--- config.mk ---
export PLATFORM = sky130hd
export DESIGN_NAME = cordic_operand_sequencer
export DESIGN_NICKNAME = d
export VERILOG_FILES = /design/src/rtl/cordic_operand_sequencer.sv
export SDC_FILE = /design/constraint.sdc
export NUM_CORES = 1
export LEC_CHECK = 0
export ABC_AREA = 1
export CORE_MARGIN = 2
export CORE_UTILIZATION = 45
export DETAILED_ROUTE_END_ITERATION = 16
export PLACE_DENSITY = 0.81
export SLEW_MARGIN = 30
export SYNTH_ARGS = -nofsm -noshare
export SYNTH_HDL_FRONTEND = slang
export SYNTH_SLANG_ARGS = --single-unit
--- constraint.sdc ---
create_clock -name clk -period 4 [get_ports clk]
set_input_delay 0.8 -clock clk [delete_from_list [all_inputs] [get_ports clk]]
set_output_delay 0.8 -clock clk [all_outputs]
set_load 0.05 [all_outputs]
--- src/rtl/cordic_operand_sequencer.sv ---
// Operand sequencer for the CORDIC peripheral: converts up to two float operands through one
// shared converter, launches the core and returns status. Optional WAIT timeout: CORDIC_SEQ_TIMEOUT_EN.
module cordic_operand_sequencer #(
    parameter int unsigned FIX_W          = 18,
    parameter int unsigned TIMEOUT_CYCLES = 64
) (
    input  logic             clk,
    input  logic             rst,
    input  logic             cmd_valid,
    output logic             cmd_ready,
    input  logic [1:0]       cmd_op,
    input  logic [31:0]      cmd_a,
    input  logic [31:0]      cmd_b,
    output logic [31:0]      conv_fp_in,
    input  logic [FIX_W-1:0] conv_fixed,
    input  logic             conv_invalid,
    output logic             core_start,
    output logic             core_op,
    output logic [FIX_W-1:0] core_a,
    output logic [FIX_W-1:0] core_b,
    input  logic             core_done,
    output logic             rsp_valid,
    input  logic             rsp_ready,
    output logic [1:0]       rsp_err,
    output logic             busy
);

    typedef enum logic [2:0] {
        IDLE,
        CONV_A,
        CONV_B,
        START,
        WAIT,
        RESP
    } state_e;

    typedef enum logic [1:0] {
        ERR_OK      = 2'd0,
        ERR_INVALID = 2'd1,
        ERR_ILLEGAL = 2'd2,
        ERR_TIMEOUT = 2'd3
    } rsp_err_e;

    state_e            state_q, state_d;
    logic [31:0]       a_q, a_d;
    logic [31:0]       b_q, b_d;
    logic              inv_q, inv_d;
    logic              inv_next;
    logic              core_op_q, core_op_d;
    logic              core_start_q, core_start_d;
    logic [FIX_W-1:0]  core_a_q, core_a_d;
    logic [FIX_W-1:0]  core_b_q, core_b_d;
    logic              rsp_valid_q, rsp_valid_d;
    rsp_err_e          rsp_err_q, rsp_err_d;

`ifdef CORDIC_SEQ_TIMEOUT_EN
    localparam int unsigned CNT_W = $clog2(TIMEOUT_CYCLES + 1);
    logic [CNT_W-1:0] cnt_q, cnt_d;
`endif

    assign cmd_ready  = (state_q == IDLE) && !rst;
    assign busy       = (state_q != IDLE);
    assign core_start = core_start_q;
    assign core_op    = core_op_q;
    assign core_a     = core_a_q;
    assign core_b     = core_b_q;
    assign rsp_valid  = rsp_valid_q;
    assign rsp_err    = rsp_err_q;

    always_comb begin
        conv_fp_in = '0;
        case (state_q)
            CONV_A:  conv_fp_in = a_q;
            CONV_B:  conv_fp_in = b_q;
            default: conv_fp_in = '0;
        endcase
    end

    always_comb begin
        state_d      = state_q;
        a_d          = a_q;
        b_d          = b_q;
        inv_d        = inv_q;
        inv_next     = inv_q | conv_invalid;
        core_op_d    = core_op_q;
        core_start_d = 1'b0;
        core_a_d     = core_a_q;
        core_b_d     = core_b_q;
        rsp_valid_d  = rsp_valid_q;
        rsp_err_d    = rsp_err_q;
`ifdef CORDIC_SEQ_TIMEOUT_EN
        cnt_d        = cnt_q;
`endif
        case (state_q)
            IDLE: begin
                if (cmd_valid && cmd_ready) begin
                    a_d       = cmd_a;
                    b_d       = cmd_b;
                    inv_d     = 1'b0;
                    core_op_d = cmd_op[0];
                    if (cmd_op[1]) begin
                        state_d     = RESP;
                        rsp_valid_d = 1'b1;
                        rsp_err_d   = ERR_ILLEGAL;
                    end else begin
                        state_d = CONV_A;
                    end
                end
            end
            // core_start is registered, so the launch decision uses the flag including this cycle's result
            CONV_A: begin
                core_a_d = conv_fixed;
                inv_d    = inv_next;
                if (core_op_q) begin
                    state_d = CONV_B;
                end else begin
                    core_b_d     = '0;
                    state_d      = START;
                    core_start_d = !inv_next;
                end
            end
            CONV_B: begin
                core_b_d     = conv_fixed;
                inv_d        = inv_next;
                state_d      = START;
                core_start_d = !inv_next;
            end
            START: begin
                if (inv_q) begin
                    state_d     = RESP;
                    rsp_valid_d = 1'b1;
                    rsp_err_d   = ERR_INVALID;
                end else begin
                    state_d = WAIT;
`ifdef CORDIC_SEQ_TIMEOUT_EN
                    cnt_d   = '0;
`endif
                end
            end
            WAIT: begin
                if (core_done) begin
                    state_d     = RESP;
                    rsp_valid_d = 1'b1;
                    rsp_err_d   = ERR_OK;
                end
`ifdef CORDIC_SEQ_TIMEOUT_EN
                else if (cnt_q == CNT_W'(TIMEOUT_CYCLES - 1)) begin
                    state_d     = RESP;
                    rsp_valid_d = 1'b1;
                    rsp_err_d   = ERR_TIMEOUT;
                end else begin
                    cnt_d = cnt_q + 1'b1;
                end
`endif
            end
            RESP: begin
                if (rsp_ready) begin
                    rsp_valid_d = 1'b0;
                    state_d     = IDLE;
                end
            end
            default: state_d = IDLE;
        endcase
    end

    always_ff @(posedge clk or posedge rst) begin
        if (rst) begin
            state_q      <= IDLE;
            a_q          <= '0;
            b_q          <= '0;
            inv_q        <= 1'b0;
            core_op_q    <= 1'b0;
            core_start_q <= 1'b0;
            core_a_q     <= '0;
            core_b_q     <= '0;
            rsp_valid_q  <= 1'b0;
            rsp_err_q    <= ERR_OK;
`ifdef CORDIC_SEQ_TIMEOUT_EN
            cnt_q        <= '0;
`endif
        end else begin
            state_q      <= state_d;
            a_q          <= a_d;
            b_q          <= b_d;
            inv_q        <= inv_d;
            core_op_q    <= core_op_d;
            core_start_q <= core_start_d;
            core_a_q     <= core_a_d;
            core_b_q     <= core_b_d;
            rsp_valid_q  <= rsp_valid_d;
            rsp_err_q    <= rsp_err_d;
`ifdef CORDIC_SEQ_TIMEOUT_EN
            cnt_q        <= cnt_d;
`endif
        end
    end

endmodule

# Yosys cells after proc, flatten, opt, wreduce, memory -nomap -nowiden
# Index checks and enable logic that the tools add are counted.
# classes
reduce_logical	17
muxes	25
bitwise	1
n_eq_ne	11
# op_table
cell	n
32-bit one-hot mux with 2 select lines	1
18-bit one-hot mux with 2 select lines	1
18-bit two-way mux	1
3-bit one-hot mux with 6 select lines	1
3-bit two-way mux	4
2-bit inequality test (second input constant)	5
1-bit two-way mux	9
2-bit two-way mux	4
3-bit by 2-bit == test with 1-bit output (second input constant)	2
3-bit == test (second input constant)	2
2-bit one-hot mux with 3 select lines	1
2-bit AND reduction	3
6-bit AND reduction	1
3-bit nonzero test	2
5-bit AND reduction	1
1-bit one-hot mux with 2 select lines	2
1-bit one-hot mux with 4 select lines	1
2-bit nonzero test	2
4-bit nonzero test	1
3-bit by 1-bit == test with 1-bit output (second input constant)	1
3-bit logical NOT	1
3-bit AND reduction	1
1-bit logical AND	2
1-bit logical NOT	2
other kinds (3)	3
# word_totals
reg_bits	109
output_inout_bits	75
wordCells	64

# Logic depth before layout (Yosys ltp)
# Gate-level depths: netlist (run 1).
# logic_depth
word_depth	5
mapped_depth	9
ltp_nobuf	7

# Worst setup path before layout (run 1)
# Ideal clock, no wire load.
# synth_path
path_kind	in2reg
from	input rst
to	register state_q[0]
t_required_ns	3.935
t_arrival_ns	3.558
cell_stages	4
path_buffers	0
setup_slack_ns	0.377
setup_ns	0.065
cell_sequence	inv_1 -> a21oi_1 -> nand3b_1 -> nand2_1
# synth_via
elab_chain_cells	5
# synth_lines
item	line	rtl
from (decl)	8	input logic rst,
1-bit logical NOT (no line)	n/a	
1-bit logical AND	61	assign cmd_ready = (state_q == IDLE) && !rst;
1-bit logical AND	96	if (cmd_valid && cmd_ready) begin
2-bit by 1-bit inequality test with 1-bit output (no line)	n/a	
3-bit AND reduction (no line)	n/a	
to (signal assigned)	182	state_q <= state_d;
to (decl)	44	state_e state_q, state_d;
# Every way passes these cells.
# A chain may end at the register's enable or synchronous reset.

# Worst setup path after layout (run 1)
# layout_path
from	register state_q[1]
to	output conv_fp_in[17]
# layout_via
elab_chain_cells	2
word_cells_on_any_way	3
# layout_lines
item	line	rtl
3-bit by 2-bit == test with 1-bit output or 3-bit by 1-bit == test with 1-bit output (tied branches)	72	case (state_q)
32-bit one-hot mux with 2 select lines (*)	72	
to (decl)	14	output logic [31:0] conv_fp_in,
# Mark *: on every way between the ends. The rest lies on a longest branch, timed or not.

==> results.cfg, run 1 <==
[run_status]
status = finished, final reports clean

[clock_network]
cts_buffers = 9
clk_latency_ns = 0.36
cts_sinks = 109
cts-root-buf = clkbuf_8
cts_hold_buf = 0
cts-resized-gates = 0
h-tree-depth = 3
cts_buffer_depth = 2
cts_tree = built
cts_setup_buffers = 0
clkTransAtPathRegs_ns = 0.09

[detailed_routing]
first_pass_iters = 4
vias = 3870
wl_um = 11200
wl_per_cell_um = 14.1
dr.first_iter.drc_count = 135
drc_errors = 0
vias_per_cell = 4.87
ant_nets = 0

[worst_setup_path]
critPathCaptureType = output port
path_max_fanout = 33
slowest_stage = clkdlybuf4s50_1
required_ns = 3.20
r2r_setup_slack_ns = 1.55
critPathLaunch = state_q[1]
cp_data_arrival_time_ns = 2.78
startpoint_type = register
crit_chain = inv_1 -> nand3_2 -> buf_4 -> o22ai_1 -> clkdlybuf4s50_1
critPathKind = register to output port
reg2reg_depth = 8
worstReg2RegEnd = state_q[0]
endpoint = conv_fp_in[17]
critical-path-max-stage-delay_ns = 0.85
r2r-start = state_q[1]

[pwr]
powerDensity_nw_per_um2 = 861
p_leak_nw = 2.92
ir_worst_vdd_uv = 573

[synth]
syn_inst = 502
yosys.area.top_type = dfrtp_1
synthTopCellsByCount = 118 x nand2_1, 109 x dfrtp_1, 89 x inv_1
synthesis.area_sq_um = 4530
synth_cell_types = 21
ys_seq_elements = 109
synth.most_common_cell = nand2_1
synth.area.top_cells = dfrtp_1 60%, nand2_1 9.8%, inv_1 7.4%
synth_enable_flop_cells = 0
async_flop_share_pct = 100
synth.yosys.seq_area_share_pct = 60.2
yosys.area.top_type_share_pct = 60.2
yosysWarnings = 0
synth_ff_type = dfrtp_1
syn_nets = 592
synth_area_per_cell_sq_um = 9.03

[sta]
slew_violations = 0
setup_violations = 0
worst_pin_slew_ns = 0.679
finalCriticalPeriod_ns = 3.58
fmax_mhz = 279
rsz0062_at_grt = false
final.setup.tns_ns = 0
slew_headroom_pct = 54.6
skew_ns = 0.0155
final-hold-violation-count = 0
period_share_pct = 89.5

[placed_design]
dp_hpwl_um = 8080
routabilityCongestion = 0.906
numPortBuffers = 164

[cells_and_area]
utilization_pct = 65.8
drive_above_1_share_pct = 4.54
nFillCells = 795
layout.nets = 746
areaGrowthSynthToFinish_pct = 41.8
insertedDiodeCount = 0

[global_routing]
grt_use_total_pct = 21.3
grt_pass1_vias = 3909
grt_max_degree = 110
grt_first_pass_wirelength_um = 18800
grt-ovfl-total = 0
antenna_found_initial = 0

[die]
fp.dieH_um = 104
fp-row-count = 36
core_sq_um = 9770
ios = 165
chipWidth_um = 104
dieArea_sq_um = 10900
initial_utilization_pct = 46.4

[run]
cap_viol_max_count = 0

[min_path]
min_path_type = register to register
==> worst max-delay path, delay by kind of cell (launching register included) <==
kind                   cells  cell delay, ns
buffers and inverters      3            1.40
and+or+nand+nor            1            0.36
DFF                        1            0.45
AOI/OAI and AO/OA          1            0.20
==> stage by stage <==
stage	std cells	setup WS (ns)	power (mW)	cell area (sq um)	hold WS [ns]
global route	794	0.299	5.87	6430	0.503
floorplan	502	0.307	3.93	4530	0.448
global placement	778	0.908	4.87	6240	0.455
CTS	794	0.417	5.58	6430	0.481
finish	794	0.419	5.54	6430	0.476
detailed placement	778	0.821	4.95	6240	0.458
==> cell families (layout without fill, tap and decap cells) <==
kind of cell	Yosys count	after routing	synth area share [%]
AO/OA/AOI/OAI	140	140	16.4
AND/OR/NAND/NOR	134	134	11.7
buffers and inverters	119	278	11.7
flip-flops	109	109	60.2
==> metal layers <==
metal	global-route usage (%)	part of all wire, %	vias up
met2	35.4	50	128
li1	-	-	1903
met4	7.34	1.8	0
met1	27.0	41	1821
met3	5.58	7.2	18
met5	0	0	-
==> final cells by class <==
type | instances | area [sq um] | area share, %
inverter | 91 | 345 | 5.37
timing repair buffer | 171 | 1720 | 26.7
clock inverter | 6 | 55.1 | 0.857
tap | 133 | 166 | 2.59
sequential | 109 | 2730 | 42.4
multi-input combinational | 274 | 1290 | 20.0
clock buffer | 10 | 128 | 1.99
==> power breakdown <==
| group | internal [mW] | total, mW | switching [mW] |
|---|---|---|---|
| Combinational | 0.999 | 3.10 | 2.10 |
| Sequential | 1.62 | 1.82 | 0.210 |
| Clock | 0.238 | 0.610 | 0.372 |
==> registers in the layout, summed over array words and instances (netlist names) <==
register,count
core_op,1
state_q,3
inv_q,1
core_b,18
core_start,1
rsp_valid,1
b_q,32
a_q,32
core_a,18
rsp_err,2
==> worst min-delay path by stage <==
| stage | start | to | slack, ns | cells after the start |
|---|---|---|---|---|
| global placement | rsp_err[1] | rsp_err[1] | 0.45 | 2 |
| floorplan | inv_q | core_start | 0.45 | 1 |
| CTS | rsp_err[1] | rsp_err[1] | 0.48 | 2 |
| detailed placement | rsp_err[1] | rsp_err[1] | 0.46 | 2 |
| global route | rsp_err[0] | rsp_err[0] | 0.50 | 2 |
| finish | rsp_err[1] | rsp_err[1] | 0.48 | 2 |
==> layout by cell type, fill, tap and decap left out <==
master           instances
nand2_2                  2
o22ai_1                 32
clkinv_4                 4
o21ai_1                 45
nor2_4                   1
buf_4                    5
inv_4                    1
nor2_1                   3
nand3b_1                 1
clkdlybuf4s50_1        164
o31ai_1                  1
inv_1                   88
nand4_1                  1
buf_12                   2
a31oi_1                  1
o21ai_0                 58
clkbuf_8                 9
inv_6                    1
dfrtp_1                109
a21oi_1                  3
clkbuf_1                 1
nand2_1                118
nor3_1                   2
nand3_2                  2
nand3_1                  4
inv_2                    1
clkinv_2                 1
inv_8                    1
No activity file was read; power rests on OpenSTA's default activity.
==> inputs of run 2 (changes only) <==
- SKIP_CTS_REPAIR_TIMING: not set -> 1
- TNS_END_PERCENT: not set -> 1
==> results of run 2 <==
Final layout, timing and power as in run 1 (identical DEF).
==> inputs of run 3 (changes only) <==
- CORE_UTILIZATION: 45 -> 48
- PLACE_DENSITY: 0.81 -> 0.85
- SLEW_MARGIN: 30 -> not set
- clock period: 4 -> 4.4 ns (I/O delays scaled with it)
==> results.cfg, run 3 (same netlist as run 1, synthesis figures left out) <==
[run_status]
status = finished, final reports clean

[worst_setup_path]
r2r_setup_slack_ns = 1.68
crit_family = buffers and inverters
critPathCaptureType = output port
required_ns = 3.52
critPathKind = register to output port
crit_chain = inv_2 -> nand3_2 -> o22ai_1 -> clkdlybuf4s50_1
critical-path-max-stage-delay_ns = 0.88
crit_buf_inv = 2
cp_data_arrival_time_ns = 3.01
path_max_fanout = 42
startpoint_type = register
critPathLaunch = state_q[2]
slowest_stage = clkdlybuf4s50_1
r2r-start = state_q[2]

[detailed_routing]
dr.first_iter.drc_count = 174
vias = 3917
wl_per_cell_um = 14.8
vias_per_cell = 5.08
first_pass_iters = 5
ant_nets = 0
drc_errors = 0
wl_um = 11400

[sta]
period_share_pct = 88.5
skew_ns = 0.0135
worst_pin_slew_ns = 0.919
rsz0062_at_grt = false
fmax_mhz = 257
final-hold-violation-count = 0
hold_ws_ns = 0.491
setup_ws_ns = 0.507
final.setup.tns_ns = 0
slew_headroom_pct = 38.6
slew_violations = 0
setup_violations = 0
finalCriticalPeriod_ns = 3.89

[clock_network]
clkTransAtPathRegs_ns = 0.10
cts_buffer_depth = 2
cts_buffers = 9
h-tree-depth = 3
clk_latency_ns = 0.35
cts_tree = built
cts-root-buf = clkbuf_8
cts_sinks = 109

[placed_design]
dp_hpwl_um = 8250
routabilityCongestion = 0.799
place_ws_ns = 0.924
numPortBuffers = 164

[global_routing]
grt_max_degree = 75
antenna_found_initial = 0
grt-ovfl-total = 0
grt_use_total_pct = 22.3
grt_first_pass_wirelength_um = 18000
grt_pass1_vias = 3890

[cells_and_area]
layout_commonest_cell = clkdlybuf4s50_1
layout_common_cells = 164 x clkdlybuf4s50_1, 118 x nand2_1, 109 x dfrtp_1, 88 x inv_1, 58 x o21ai_0
top_regs = a_q: 32 flops, b_q: 32 flops
drive_above_1_share_pct = 4.24
layout.nets = 745
areaGrowthSynthToFinish_pct = 40.7
insertedDiodeCount = 0
multi_input_area_sq_um = 1290
nFillCells = 770
regArea_sq_um = 2730

[die]
fp-row-count = 35
initial_utilization_pct = 49.3
ios = 165
chipWidth_um = 101
dieArea_sq_um = 10200
fp.dieH_um = 101
core_sq_um = 9200

[pwr]
p_leak_nw = 2.91
powerDensity_nw_per_um2 = 791
ir_worst_vdd_uv = 437

[min_path]
min_path_type = register to register
hp-start = inv_q

[run]
cap_viol_max_count = 0
[run 3: changes by cell type in the layout (fill, tap and decap cells not counted), sizes merged]
cell / delta
clkinv: -3
clkbuf: +2
clkinvlp: +2
buf: -1
inv: -1
[run 3: final timing paths]
check                                endpoint  cells after the start
min in group asynchronous               inv_q                      2
worst min register to register     core_start                      1
worst max register to register      core_b[7]                      6
max in group asynchronous             a_q[19]                      3
worst min-delay path               core_start                      1
worst max-delay path            conv_fp_in[0]                      4
[run 3: power breakdown]
part / switching, mW / leakage, nW / total, mW / internal [mW]
clock: 0.320 / 0.0832 / 0.545 / 0.226
sequential: 0.189 / 1.35 / 1.66 / 1.47
combinational: 1.94 / 1.47 / 2.84 / 0.903
total: 2.44 / 2.91 / 5.04 / 2.60
[run 3: per-layer routing]
metal,global-route usage (%),vias to the layer above,share of wire [%]
met5,0,-,0
met4,9.88,0,3.1
met3,3.93,25,5.8
met2,37.7,149,50
met1,28.3,1845,41
li1,-,1898,-
[run 3: area by class of cell]
cell class | count | area share [%]
clock buffer | 12 | 2.28
clock inverter | 4 | 0.510
inverter | 91 | 5.42
multi-input combinational | 274 | 20.2
sequential | 109 | 42.8
tap | 111 | 2.18
timing repair buffer | 170 | 26.7
[run 3: per-stage QoR]
stage / std cells / util, % / instance area [sq um] / power, mW
6_report: 771 / 69.3 / 6370 / 5.04
5_1_grt: 771 / 69.3 / 6370 / 5.33
4_1_cts: 771 / 69.3 / 6370 / 5.07
3_5_place_dp: 755 / 67.4 / 6200 / 4.51
3_3_place_gp: 755 / 67.4 / 6200 / 4.42
2_1_floorplan: 502 / - / 4530 / 3.57
